<file path="src/rtl/lock_pkg.sv">
// Shared encodings and widths for the combination-lock sequencing controller.
package lock_pkg;

   localparam int unsigned STATE_W  = 3;
   localparam int unsigned REMAIN_W = 4;
   localparam int unsigned FAIL_W   = 3;

   // Encoding doubles as the display state code.
   typedef enum logic [STATE_W-1:0] {
      ST_LOCKED  = 3'd0,
      ST_CHECK   = 3'd1,
      ST_OPEN    = 3'd2,
      ST_SET_PWD = 3'd3,
      ST_ALARM   = 3'd4
   } state_e;

endpackage

</file>
<file path="src/rtl/sec_tick.sv">
// One-second prescaler: a registered one-cycle tick each TICK_DIV clocks, restartable.
module sec_tick #(
   parameter int unsigned TICK_DIV = 50_000_000
) (
   input  logic clk,
   input  logic rst_n,
   input  logic restart,
   output logic tick
);

   localparam int unsigned CNT_W = $clog2(TICK_DIV);

   logic [CNT_W-1:0] cnt;

   // tick is registered one count early so it is high exactly while cnt == TICK_DIV-1.
   always_ff @(posedge clk or negedge rst_n) begin
      if (!rst_n) begin
         cnt  <= '0;
         tick <= 1'b0;
      end else if (restart) begin
         cnt  <= '0;
         tick <= 1'b0;
      end else begin
         tick <= (cnt == CNT_W'(TICK_DIV - 2));
         cnt  <= (cnt == CNT_W'(TICK_DIV - 1)) ? '0 : cnt + 1'b1;
      end
   end

endmodule

</file>
<file path="src/rtl/lock_ctrl.sv">
// Combination-lock sequencer: locked / check / open / set-password / alarm lockout.
module lock_ctrl
   import lock_pkg::*;
#(
   parameter int unsigned TICK_DIV    = 50_000_000,
   parameter int unsigned OPEN_SEC    = 5,
   parameter int unsigned LOCKOUT_SEC = 10,
   parameter int unsigned MAX_FAIL    = 3,
   parameter int unsigned CMP_TIMEOUT = 15
) (
   input  logic                clk,
   input  logic                rst_n,
   input  logic                enter_trig,
   input  logic                init_trig,
   input  logic                cmp_valid,
   input  logic                cmp_match,
   output logic                unlock,
   output logic                alarm,
   output logic                pwd_load,
   output logic                err_pulse,
   output logic [FAIL_W-1:0]   fail_cnt,
   output logic [STATE_W-1:0]  state_code,
   output logic [REMAIN_W-1:0] remain_sec
);

   localparam int unsigned WAIT_W = 8;

   state_e              state, state_nxt;
   logic [REMAIN_W-1:0] remain_nxt;
   logic [FAIL_W-1:0]   fail_nxt;
   logic [WAIT_W-1:0]   wait_cnt, wait_nxt;
   logic                pwd_load_nxt, err_nxt;
   logic                restart_c, tick;

   // Prescaler phase restarts on every state change so each countdown gets full seconds.
   assign restart_c = (state_nxt != state);

   sec_tick #(.TICK_DIV(TICK_DIV)) u_sec_tick (
      .clk     (clk),
      .rst_n   (rst_n),
      .restart (restart_c),
      .tick    (tick)
   );

   assign state_code = state;

   always_ff @(posedge clk or negedge rst_n) begin
      if (!rst_n) begin
         state      <= ST_LOCKED;
         remain_sec <= '0;
         fail_cnt   <= '0;
         wait_cnt   <= '0;
         unlock     <= 1'b0;
         alarm      <= 1'b0;
         pwd_load   <= 1'b0;
         err_pulse  <= 1'b0;
      end else begin
         state      <= state_nxt;
         remain_sec <= remain_nxt;
         fail_cnt   <= fail_nxt;
         wait_cnt   <= wait_nxt;
         unlock     <= (state_nxt == ST_OPEN) || (state_nxt == ST_SET_PWD);
         alarm      <= (state_nxt == ST_ALARM);
         pwd_load   <= pwd_load_nxt;
         err_pulse  <= err_nxt;
      end
   end

   always_comb begin
      state_nxt    = state;
      remain_nxt   = remain_sec;
      fail_nxt     = fail_cnt;
      wait_nxt     = wait_cnt;
      pwd_load_nxt = 1'b0;
      err_nxt      = 1'b0;

      unique case (state)
         ST_LOCKED: begin
            if (enter_trig) begin
               state_nxt = ST_CHECK;
               wait_nxt  = '0;
            end
         end

         ST_CHECK: begin
            wait_nxt = wait_cnt + 1'b1;
            if (cmp_valid && cmp_match) begin
               state_nxt  = ST_OPEN;
               fail_nxt   = '0;
               remain_nxt = REMAIN_W'(OPEN_SEC);
            end else if (cmp_valid || (wait_cnt == WAIT_W'(CMP_TIMEOUT - 1))) begin
               err_nxt  = 1'b1;
               fail_nxt = (fail_cnt < FAIL_W'(MAX_FAIL)) ? fail_cnt + 1'b1 : fail_cnt;
               if (fail_nxt == FAIL_W'(MAX_FAIL)) begin
                  state_nxt  = ST_ALARM;
                  remain_nxt = REMAIN_W'(LOCKOUT_SEC);
               end else begin
                  state_nxt = ST_LOCKED;
               end
            end
         end

         ST_OPEN: begin
            if (enter_trig) begin
               state_nxt  = ST_LOCKED;
               remain_nxt = '0;
            end else if (init_trig) begin
               state_nxt  = ST_SET_PWD;
               remain_nxt = REMAIN_W'(OPEN_SEC);
            end else if (tick) begin
               remain_nxt = remain_sec - 1'b1;
               if (remain_sec == REMAIN_W'(1)) state_nxt = ST_LOCKED;
            end
         end

         ST_SET_PWD: begin
            if (enter_trig) begin
               state_nxt    = ST_LOCKED;
               remain_nxt   = '0;
               pwd_load_nxt = 1'b1;
            end else if (init_trig) begin
               state_nxt  = ST_LOCKED;
               remain_nxt = '0;
            end else if (tick) begin
               remain_nxt = remain_sec - 1'b1;
               if (remain_sec == REMAIN_W'(1)) state_nxt = ST_LOCKED;
            end
         end

         ST_ALARM: begin
            if (tick) begin
               remain_nxt = remain_sec - 1'b1;
               if (remain_sec == REMAIN_W'(1)) begin
                  state_nxt = ST_LOCKED;
                  fail_nxt  = '0;
               end
            end
         end

         default: state_nxt = ST_LOCKED;
      endcase
   end

endmodule

</file>
<file path="config.mk">
export PLATFORM = sky130hd
export DESIGN_NAME = lock_ctrl
export DESIGN_NICKNAME = d
export VERILOG_FILES = /design/src/rtl/lock_pkg.sv /design/src/rtl/sec_tick.sv /design/src/rtl/lock_ctrl.sv
export SDC_FILE = /design/constraint.sdc
export NUM_CORES = 1
export LEC_CHECK = 0
export ABC_AREA = 1
export BUFFER_PORTS_ARGS = -buffer_cell sky130_fd_sc_hd__buf_2
export CORE_UTILIZATION = 30
export CTS_CLUSTER_SIZE = 30
export DETAILED_ROUTE_END_ITERATION = 10
export HOLD_SLACK_MARGIN = 0.02
export SLEW_MARGIN = 30
export SYNTH_ARGS = -nofsm -noshare
export SYNTH_HDL_FRONTEND = slang
export SYNTH_HIERARCHICAL = 1
export SYNTH_SLANG_ARGS = --single-unit
</file>
<file path="constraint.sdc">
create_clock -name clk -period 2.6 [get_ports clk]
set_clock_uncertainty 0.1 [all_clocks]
set_input_delay 0.26 -clock clk [delete_from_list [all_inputs] [get_ports clk]]
set_output_delay 0.26 -clock clk [all_outputs]
set_load 0.01 [all_outputs]
</file>
# [After elaboration in Yosys (flattened, before gate mapping)]
# Cells that the tools add are included.
[word_totals] register_bits=49 wordCells=79 inputBits=6
[classes] reduce_logical=10 add_sub_neg=4 eq_ne=18 order_cmp=1 mux=36
[op_table] cell="equality test 26 bit (second input constant)" count=2
[op_table] cell="2-to-1 mux 26 bit" count=2
[op_table] cell="2-to-1 mux 3 bit" count=15
[op_table] cell="2-to-1 mux 4 bit" count=8
[op_table] cell="adder 26 x 1 -> 26 bit (second input constant)" count=1
[op_table] cell="one-hot mux 4 bit (4 select lines)" count=1
[op_table] cell="one-hot mux 8 bit (2 select lines)" count=1
[op_table] cell="equality test 3 x 2 -> 1 bit (second input constant)" count=5
[op_table] cell="one-hot mux 3 bit (5 select lines)" count=1
[op_table] cell="adder 8 x 1 -> 8 bit (second input constant)" count=1
[op_table] cell="equality test 8 x 4 -> 1 bit (second input constant)" count=1
[op_table] cell="2-to-1 mux 8 bit" count=1
[op_table] cell="equality test 3 bit (second input constant)" count=2
[op_table] cell="2-to-1 mux 1 bit" count=6
[op_table] cell="inequality test 3 bit (second input constant)" count=2
[op_table] cell="one-hot mux 3 bit (2 select lines)" count=1
[op_table] cell="equality test 4 x 1 -> 1 bit (second input constant)" count=1
[op_table] cell="inequality test 2 bit (second input constant)" count=2
[op_table] cell="AND reduction 4 bit" count=1
[op_table] cell="nonzero test 2 bit" count=2
[op_table] cell="nonzero test 4 bit" count=1
[op_table] cell="subtractor 4 x 1 -> 4 bit (second input constant)" count=1
[op_table] cell="adder 3 x 1 -> 3 bit (second input constant)" count=1
[op_table] cell="equality test 3 x 1 -> 1 bit (second input constant)" count=1
[op_table] cell="8 further kinds" count=9

# [Longest topological paths before layout]
# Gate-level depths: netlist of run 1.
[depth] depth_word=9 ltp_mapped=18

# [By module]
# Netlist of run 1, hierarchy kept.
[by_module_without_submodules] module="sec_tick" cells_per_inst=204 n_inst=1 seq_area_each_um2=675.6 area_each_um2=1625.3
[by_module_without_submodules] module="lock_ctrl" cells_per_inst=184 n_inst=1 seq_area_each_um2=550.5 area_each_um2=1318.8

# [Worst setup path before layout of run 1]
# No wires, ideal clock.
[synth_timing] path_kind="register -> register" from="reg remain_sec[1]" to="reg u_sec_tick.cnt[6]" path_stages_with_launch=19 path_slack_ns=0.496 period_less_slack_ns=2.104 arrival_ns=1.885 path_buffers=1 setup_ns=0.119 cell_sequence="dfrtp_1 -> inv_1 -> ha_1 -> nand2_1 -> inv_1 -> nand2_1 -> nand2_1 -> nand2_1 -> nand2_1 -> nand3_1 -> nand2_1 -> nand2_1 -> nand3_1 -> clkbuf_1 -> inv_1 -> o21ai_0 -> o21ai_0 -> o22ai_1 -> inv_1"
[synth_between] elab_chain_cells=8 elab_cells_between_ends=10 cone_classes="eq/ne: 2; mux: 8"
[synth_rtl] element="start, declared" line_no="lock_ctrl.sv:23" text="output logic [REMAIN_W-1:0] remain_sec"
[synth_rtl] element="start signal, assigned" line_no="lock_ctrl.sv:59" text="remain_sec <= remain_nxt;"
[synth_rtl] element="equality test 4 x 1 -> 1 bit *" line_no="lock_ctrl.sv:112, lock_ctrl.sv:126, lock_ctrl.sv:133"
[synth_rtl] element="2-to-1 mux 3 bit *" line_no="lock_ctrl.sv:112, lock_ctrl.sv:126, lock_ctrl.sv:133"
[synth_rtl] element="2-to-1 mux 3 bit *" line_no="lock_ctrl.sv:124" text="end else if (tick) begin"
[synth_rtl] element="2-to-1 mux 3 bit, on equally long branches" line_no="lock_ctrl.sv:121, lock_ctrl.sv:107"
[synth_rtl] element="2-to-1 mux 3 bit, on equally long branches" line_no="lock_ctrl.sv:117, lock_ctrl.sv:104"
[synth_rtl] element="one-hot mux 3 bit (5 select lines) *" line_no="lock_ctrl.sv:77" text="unique case (state)"
[synth_rtl] element="via state_nxt[0]" line_no="lock_ctrl.sv:28" text="state_e state, state_nxt;"
[synth_rtl] element="inequality test 3 bit *" line_no="lock_ctrl.sv:36" text="assign restart_c = (state_nxt != state);"
[synth_rtl] element="via restart_c" line_no="lock_ctrl.sv:33" text="logic restart_c, tick;"
[synth_rtl] element="2-to-1 mux 26 bit *" line_no="sec_tick.sv:20" text="end else if (restart) begin"
[synth_rtl] element="end signal, assigned" line_no="sec_tick.sv:25" text="cnt <= (cnt == CNT_W'(TICK_DIV - 1)) ? '0 : cnt + 1'b1;"
[synth_rtl] element="end, declared" line_no="sec_tick.sv:13" text="logic [CNT_W-1:0] cnt;"
# The timed path passes the listed nets; every way through them passes the cells marked *.
# A chain may end at the register's enable or synchronous reset.

# [Final worst setup path of run 1]
[layout_timing] from="reg state[0], in the netlist state_code[0]" to="reg u_sec_tick.cnt[4]"
[layout_between] elab_chain_cells=7 elab_cells_between_ends=17 cone_classes="eq/ne: 5; mux: 11; reduce/logical: 1"
[layout_rtl] element="start, declared" line_no="lock_ctrl.sv:28"
[layout_rtl] element="start signal, assigned" line_no="lock_ctrl.sv:58" text="state <= state_nxt;"
[layout_rtl] element="2-to-1 mux 3 bit" line_no="lock_ctrl.sv:112, lock_ctrl.sv:126, lock_ctrl.sv:133"
[layout_rtl] element="2-to-1 mux 3 bit" line_no="lock_ctrl.sv:124"
[layout_rtl] element="2-to-1 mux 3 bit, on equally long branches" line_no="lock_ctrl.sv:121, lock_ctrl.sv:107"
[layout_rtl] element="2-to-1 mux 3 bit, on equally long branches" line_no="lock_ctrl.sv:117, lock_ctrl.sv:104"
[layout_rtl] element="one-hot mux 3 bit (5 select lines) *" line_no="lock_ctrl.sv:77"
[layout_rtl] element="via state_nxt[0]" line_no="lock_ctrl.sv:28"
[layout_rtl] element="inequality test 3 bit *" line_no="lock_ctrl.sv:36"
[layout_rtl] element="via restart_c" line_no="lock_ctrl.sv:33"
[layout_rtl] element="2-to-1 mux 26 bit *" line_no="sec_tick.sv:20"
# Marks and branches as above.

==> results.tsv, run 1 <==
stage	metric	value	unit
timing	tightestPinTransition	0.435	ns
route	drc	0	
setup_path	cp.buffers_inverters	3	
pwr	leakage	1.57	nW
cells_and_area	drive_above_1_share	0.159	
cells_and_area	final_util	0.355	
die	die_w	101	microns
die	die-area	10200	sq um
setup_path	start_kind	flip-flop	
place	routabilityCongestion	0.851	
timing	tns	0	ns
timing	clock.fmax	458	MHz
cells_and_area	layout.cells.non_filler	545	
setup_path	worst_setup_path_end_kind	flip-flop	
route	wl	6110	microns
timing	finalCritPeriodShare	0.839	
cells_and_area	layout.nets	428	
outcome	outcome	finished, final reports clean	
logic_synthesis	syn_area	2940	sq um
clocking	clock-sinks	49	
die	rows	35	
setup_path	cp_cell_sequence	inv_2, nor3_4, nand3_1, nand3_1, nand2_1, nand2_1, nand3_1, buf_4, o21ai_0, o21ai_0, inv_1	
setup_path	slowest_delay	0.47	ns
logic_synthesis	synth_seq_cells	49	
route	wl_per_cell	11.2	microns
logic_synthesis	synthCells	388	
min_path	hp-class	input port to flip-flop	
clocking	clk_pin_slew_worst_paths	0.10	ns
pwr	powerDensity	833	nW/um^2
global_routing	track_usage	0.127	
setup_path	criticalPathCategory	flip-flop to flip-flop	
clocking	worstSkewPairLatency	0.30	ns
global_routing	grt_pass1_wl	10600	microns
place	numPortBuffers	19	
global_routing	grt_start_max_net_pins	20	
setup_path	cp.arrival	2.32	ns
pwr	pwr-share-clk	0.178	
clocking	cts-root-buf	clkbuf_8	
pwr	intPower	1.58	mW
setup_path	cp_common_cell	nand3_1	
route	dr.pass1.iters	4	
setup_path	required	2.73	ns
timing	setup_violations	0	
pwr	p_seq_frac	0.369	
cells_and_area	diodes	0	
pwr	ir_worst_vdd	0.295	mV
route	viasPerCell	4.54	
setup_path	critPathSlowestCell	dfrtp_1	
die	core-area	9370	sq um
global_routing	antenna_found_initial	0	
global_routing	grt_pass1_vias	2355	
die	start_util	0.314	
setup_path	crit_fanout	7	
logic_synthesis	avgSynthCellArea	7.59	sq um
clocking	cts_tree	built	
flow_run	cap_violations	0	
pwr	sw_frac_of_total	0.431	
route	drt_iter0_markers	145	
clocking	cts_buffer_depth	2	
logic_synthesis	ys_types	27	
timing	slew_violations	0	
place	dpl.cell_count	536	
pwr	power.switching	1.19	mW
clocking	htreeDepth	2	
die	io_pins	20	
logic_synthesis	ys_warn_count	6	
global_routing	overflow	0	
cells_and_area	area_growth	12.9	%
route	ant_nets	0	
logic_synthesis	ys_seq_area_frac	0.416	
logic_synthesis	syn_nets	401	
clocking	cts_buffers	5	
route	vias	2477	
setup_path	cp_top_family	simple AND/OR/NAND/NOR gates	
timing	finalHoldViolations	0	
timing	rsz0062_at_grt	no	
die	fp.dieH	101	microns
timing	maxSlewHeadroom	0.710	
clocking	cts_resized	0	
timing	period_needed	2.18	ns
pwr	p_comb_frac	0.453	
place	dp_hpwl	4630	microns
## worst paths after layout
path / from / cells past startpoint / endpoint / slack (ns)
max: state_code[0] / 11 / u_sec_tick/cnt[4] / 0.42
min: enter_trig / 3 / pwd_load / 0.11
max reg2reg: state_code[0] / 11 / u_sec_tick/cnt[4] / 0.42
min reg2reg: u_sec_tick/cnt[0] / 1 / u_sec_tick/cnt[0] / 0.39
max in group asynchronous: rst_n / 3 / wait_cnt[2] / 1.49
min in group asynchronous: rst_n / 2 / remain_sec[0] / 0.33
## routing by layer
layer | share of wire | GRT usage
met2 | 0.48 | 0.223
met4 | 0 | 0.0301
met3 | 0.026 | 0.0173
met1 | 0.50 | 0.165
met5 | 0 | 0
## Yosys cell counts, drive strengths merged
master | number | area share
ha | 7 | 0.030
a31oi | 1 | 0.0021
o21ai | 27 | 0.046
o22ai | 4 | 0.0085
nand3 | 39 | 0.066
buf | 3 | 0.0051
and2 | 1 | 0.0021
nand4 | 4 | 0.0085
nor2 | 77 | 0.13
clkbuf | 1 | 0.0013
xnor2 | 8 | 0.024
nand2 | 89 | 0.13
a31o | 1 | 0.0030
inv | 50 | 0.064
dfrtp | 49 | 0.42
a21oi | 15 | 0.025
xor2 | 7 | 0.021
nor4 | 2 | 0.0042
nor3 | 3 | 0.0089
## cells in the final DEF (no fill, tap or decap), drive strengths merged
cell	synthesis	final
nand2	89	89
xnor2	8	8
a31oi	1	1
xor2	7	7
a21oi	15	15
clkinv	0	1
nor3	3	3
nand3	39	39
o22ai	4	4
clkbuf	1	7
ha	7	7
buf	3	23
a31o	1	1
dlygate4sd3	0	1
and2	1	1
nand4	4	4
nor2	77	77
nor4	2	2
dfrtp	49	49
inv	50	50
o21ai	27	27
## power by group through the flow
stage / registers, mW / clock network [mW] / logic [mW]
after floorplan: 1.05 / 0 / 0.894
after global placement: 1.03 / 0 / 1.24
after detailed placement: 1.03 / 0 / 1.26
after CTS: 1.02 / 0.515 / 1.26
after global routing: 1.04 / 0.542 / 1.43
final: 1.02 / 0.493 / 1.25
## cells by family after synthesis
| family | count (synthesis) | synth area share |
|---|---|---|
| fa+ha+maj | 7 | 0.0297 |
| simple gates | 215 | 0.354 |
| buf+inv | 54 | 0.0701 |
| xor+xnor | 15 | 0.0446 |
| compound gates | 48 | 0.0850 |
| flops | 49 | 0.416 |
## final cells by class
type | count | area (sq um)
clock inverter | 1 | 5.00
sequential | 49 | 1230
tap | 129 | 161
fill | 981 | 6050
timing repair buffer | 24 | 135
inverter | 50 | 188
multi-input combinational | 285 | 1510
clock buffer | 7 | 96.3
## flip-flops by register name (all words and copies together), names as in the netlist
name             cells
err_pulse            1
state_code           3
wait_cnt             8
unlock               1
remain_sec           4
fail_cnt             3
pwd_load             1
alarm                1
u_sec_tick/cnt      26
u_sec_tick/tick      1
## worst register-to-register path: cells and delay by family, from the launching register on
family	cells	cell delay (ns)
flops	1	0.47
simple gates	6	0.78
compound gates	2	0.39
buf+inv	3	0.36
## through the flow
stage / setup WS (ns) / hold WS (ns) / power [mW] / cell area [sq um]
floorplan: 0.496 / -0.136 / 1.95 / 2940
global placement: 0.528 / 0.131 / 2.27 / 3210
detailed placement: 0.465 / 0.134 / 2.29 / 3210
CTS: 0.433 / 0.104 / 2.80 / 3320
global route: 0.183 / 0.116 / 3.01 / 3320
finish: 0.419 / 0.112 / 2.77 / 3320
## what timing repair did
action	4_1_cts	5_1_grt
buffers inserted	0	0
hold buffers	1	0
hold endpoints to repair	17	0
setup endpoints to repair	0	0
Note: power is estimated with default switching activity, not from simulation.
==> run 2: changes to the inputs <==
--- a/config.mk
+++ b/config.mk
@@ -5,7 +5,7 @@
 export SDC_FILE = /design/constraint.sdc
 export NUM_CORES = 1
 export LEC_CHECK = 0
-export ABC_AREA = 1
+export ABC_AREA = 0
 export BUFFER_PORTS_ARGS = -buffer_cell sky130_fd_sc_hd__buf_2
 export CORE_UTILIZATION = 30
 export CTS_CLUSTER_SIZE = 30
==> constraint.sdc (replaced) <==
create_clock -name clk -period 1.7 [get_ports clk]
set_clock_uncertainty 0.1 [all_clocks]
set_input_delay 0.17 -clock clk [delete_from_list [all_inputs] [get_ports clk]]
set_output_delay 0.17 -clock clk [all_outputs]
set_load 0.01 [all_outputs]
==> run 2 against run 1 <==
The run now ends with setup timing left. Synthesized area decreased by 0.89%. Global-route usage increased by 3.8 points. Combinational power increased by 140%. First-iteration DRC count decreased by 26%. Clock power increased by 59%. Critical endpoint is now u_sec_tick/cnt[22].
==> results.tsv, run 2 <==
stage	metric	value	unit
outcome	outcome	finished with violations	
outcome	violations	setup timing	
min_path	holdPathStages	3	
timing	rsz0062_at_grt	yes	
pwr	power.switching	2.01	mW
place	routabilityCongestion	0.830	
cells_and_area	reg_top3	u_sec_tick/cnt x26, wait_cnt x8, remain_sec x4	
logic_synthesis	synth_edf_count	0	
clocking	cts_buffer_depth	2	
logic_synthesis	synth_fa_ha_area_frac	0.0300	
cells_and_area	final_common_cell	buf_4	
clocking	clock-sinks	49	
logic_synthesis	ys_top_cells_by_count	dfrtp_1, nor2_1, nand2_1	
timing	setup_violations	46	
logic_synthesis	syn_area	2920	sq um
logic_synthesis	ys_warn_count	6	
cells_and_area	final_util	0.460	
logic_synthesis	synth_top_family_by_area	simple AND/OR/NAND/NOR gates	
flow_run	cap_violations	0	
cells_and_area	area_growth	47.2	%
cells_and_area	layout.nets	447	
cells_and_area	regMostFlops	u_sec_tick/cnt	
min_path	hp-class	input port to flip-flop	
cells_and_area	mostFrequentLayoutCells	buf_4, dfrtp_1, nor2_1	
pwr	intPower	3.20	mW
logic_synthesis	synth-xor-area-share	0.0420	
min_path	min_from	enter_trig	
global_routing	grt_pass1_vias	2851	
logic_synthesis	synth_compound_area_frac	0.185	
clocking	clk_pin_slew_worst_paths	0.09	ns
cells_and_area	diodes	0	
logic_synthesis	synth_seq_cells	49	
logic_synthesis	netlist_top_cells_area	dfrtp_1, a21oi_1, ha_1, nand4_1, nand3_1	
cells_and_area	drive_above_1_share	0.434	
route	drc	0	
timing	finalHoldViolations	0	
global_routing	overflow	0	
global_routing	grt_start_max_net_pins	50	
die	die_w	101	microns
logic_synthesis	synthArstFlopShare	1.00	
place	numPortBuffers	19	
clocking	cts_tree	built	
route	wl	7970	microns
cells_and_area	num-fill-cells	875	
clocking	cts-root-buf	clkbuf_8	
route	vias	2898	
logic_synthesis	ys.flop_type	dfrtp_1	
pwr	leakage	1.90	nW
timing	period_needed	2.41	ns
die	die-area	10100	sq um
setup_path	crit_fanout	8	
setup_path	reg2reg_from	wait_cnt[0]	
timing	tightestPinTransition	0.407	ns
place	dp_hpwl	5870	microns
logic_synthesis	synthCells	307	
cells_and_area	layout.cells.non_filler	564	
route	ant_nets	0	
setup_path	cp.arrival	2.49	ns
place	dpl.cell_count	539	
die	fp.dieH	101	microns
clocking	cts_buffers	5	
clocking	worstSkewPairLatency	0.31	ns
timing	slew_violations	0	
min_path	hold_end	pwd_load	
setup_path	r2r_end	u_sec_tick/cnt[22]	
setup_path	rr_worst_depth	11	
pwr	powerDensity	1210	nW/um^2
route	dr.pass1.iters	4	
setup_path	start_kind	flip-flop	
setup_path	r2r_slack	-0.71	ns
logic_synthesis	yosysTopAreaCell	dfrtp_1	
logic_synthesis	ys_seq_area_frac	0.420	
pwr	sw_frac_of_total	0.386	
pwr	p_comb_frac	0.568	
route	drt_iter0_markers	108	
pwr	ir_worst_vdd	0.487	mV
die	rows	35	
route	wl_per_cell	14.1	microns
logic_synthesis	synth_top_area_frac	0.420	
cells_and_area	largest_reg_flops	26	
global_routing	antenna_found_initial	0	
setup_path	required	1.78	ns
global_routing	track_usage	0.166	
logic_synthesis	yosysMostFrequentCell	dfrtp_1	
pwr	p_seq_frac	0.282	
timing	layout_setup_ws	-0.710	ns
die	io_pins	20	
pwr	finalPower	5.21	mW
global_routing	grt_pass1_wl	13200	microns
route	viasPerCell	5.14	
timing	maxSlewHeadroom	0.728	
logic_synthesis	avgSynthCellArea	9.50	sq um
logic_synthesis	synth_mux_area_frac	0.0103	
setup_path	criticalPathCategory	flip-flop to flip-flop	
pwr	pwr-share-clk	0.150	
logic_synthesis	ys_types	65	
timing	finalCritPeriodShare	1.42	
timing	clock.fmax	415	MHz
die	start_util	0.313	
clocking	htreeDepth	2	
setup_path	worst_setup_path_end_kind	flip-flop	
die	core-area	9330	sq um
logic_synthesis	synth_simple_gate_area_share	0.273	
logic_synthesis	syn_nets	320	
run 2: cell type report:
class	instances	area, sq um	share of cell area
well taps	129	161	0.0376
clock inverters	1	5.00	0.00117
clock buffers	7	96.3	0.0224
inverters	17	63.8	0.0149
multi-input cells	230	1750	0.407
flip-flops and latches	49	1230	0.286
repair buffers	131	992	0.231
run 2: how the worst max path moves through the flow:
| stage | endpoint | slack [ns] | from | depth (start not counted) |
|---|---|---|---|---|
| final | u_sec_tick/cnt[22] | -0.71 | wait_cnt[0] | 11 |
| after global routing | u_sec_tick/cnt[14] | -0.81 | wait_cnt[0] | 11 |
| after CTS | u_sec_tick/cnt[22] | -0.73 | wait_cnt[0] | 11 |
| after detailed placement | u_sec_tick/cnt[14] | -0.88 | wait_cnt[0] | 11 |
| after global placement | u_sec_tick/cnt[3] | -0.60 | u_sec_tick/cnt[9] | 4 |
| after floorplan | u_sec_tick/cnt[22] | -0.79 | wait_cnt[0] | 10 |
run 2: layer usage:
| metal | track usage | vias to the layer above | wire (microns) |
|---|---|---|---|
| met3 | 0.0243 | 8 | 254 |
| met2 | 0.272 | 59 | 3770 |
| met5 | 0 | - | 0 |
| li1 | - | 1411 | - |
| met4 | 0.0602 | 0 | 140 |
| met1 | 0.222 | 1420 | 3800 |
run 2: critical path, cell delays in order (launching register included):
cell	delay (ns)
dfrtp_1	0.39
inv_1	0.06
ha_1	0.14
or4b_4	0.51
o311ai_4	0.27
a211oi_2	0.14
o221ai_4	0.19
inv_2	0.08
o41ai_4	0.06
buf_4	0.19
buf_6	0.13
a21oi_1	0.04
run 2: timing repair:
item,CTS,global route
endpoints found under the setup margin,46,48
cloned,0,0
setup buffers,14,7
gates resized for setup,27,19
hold endpoints to repair,49,0
pin swaps,8,12
hold buffers,1,0
run 2: through the flow:
stage,hold WS (ns),instance area (sq um),setup WS [ns],TNS (ns)
after global routing,0.188,4300,-0.808,-24.84
after detailed placement,0.0872,3920,-0.879,-21.40
after global placement,0.0795,3910,-0.604,-18.44
final,0.184,4300,-0.710,-21.26
after CTS,0.172,4200,-0.734,-21.44
after floorplan,-0.226,3020,-0.787,-21.38
run 2: power groups by stage:
stage                     clock network, mW  logic, mW  registers, mW
final                                 0.782       2.96           1.47
after global routing                  0.857       3.21           1.49
after CTS                             0.808       2.79           1.46
after detailed placement                  0       2.44           1.48
after global placement                    0       2.35           1.48
after floorplan                           0       1.37           1.58
run 2: cell families (layout without fill, tap and decap cells):
family                     Yosys count  in the layout
xor gates and xnor gates            14             14
and+or+nand+nor                    130            130
adders and majority gates            7              7
buffers and inverters               28            156
AOI/OAI and AO/OA                   76             76
DFF                                 49             49
muxes                                3              3
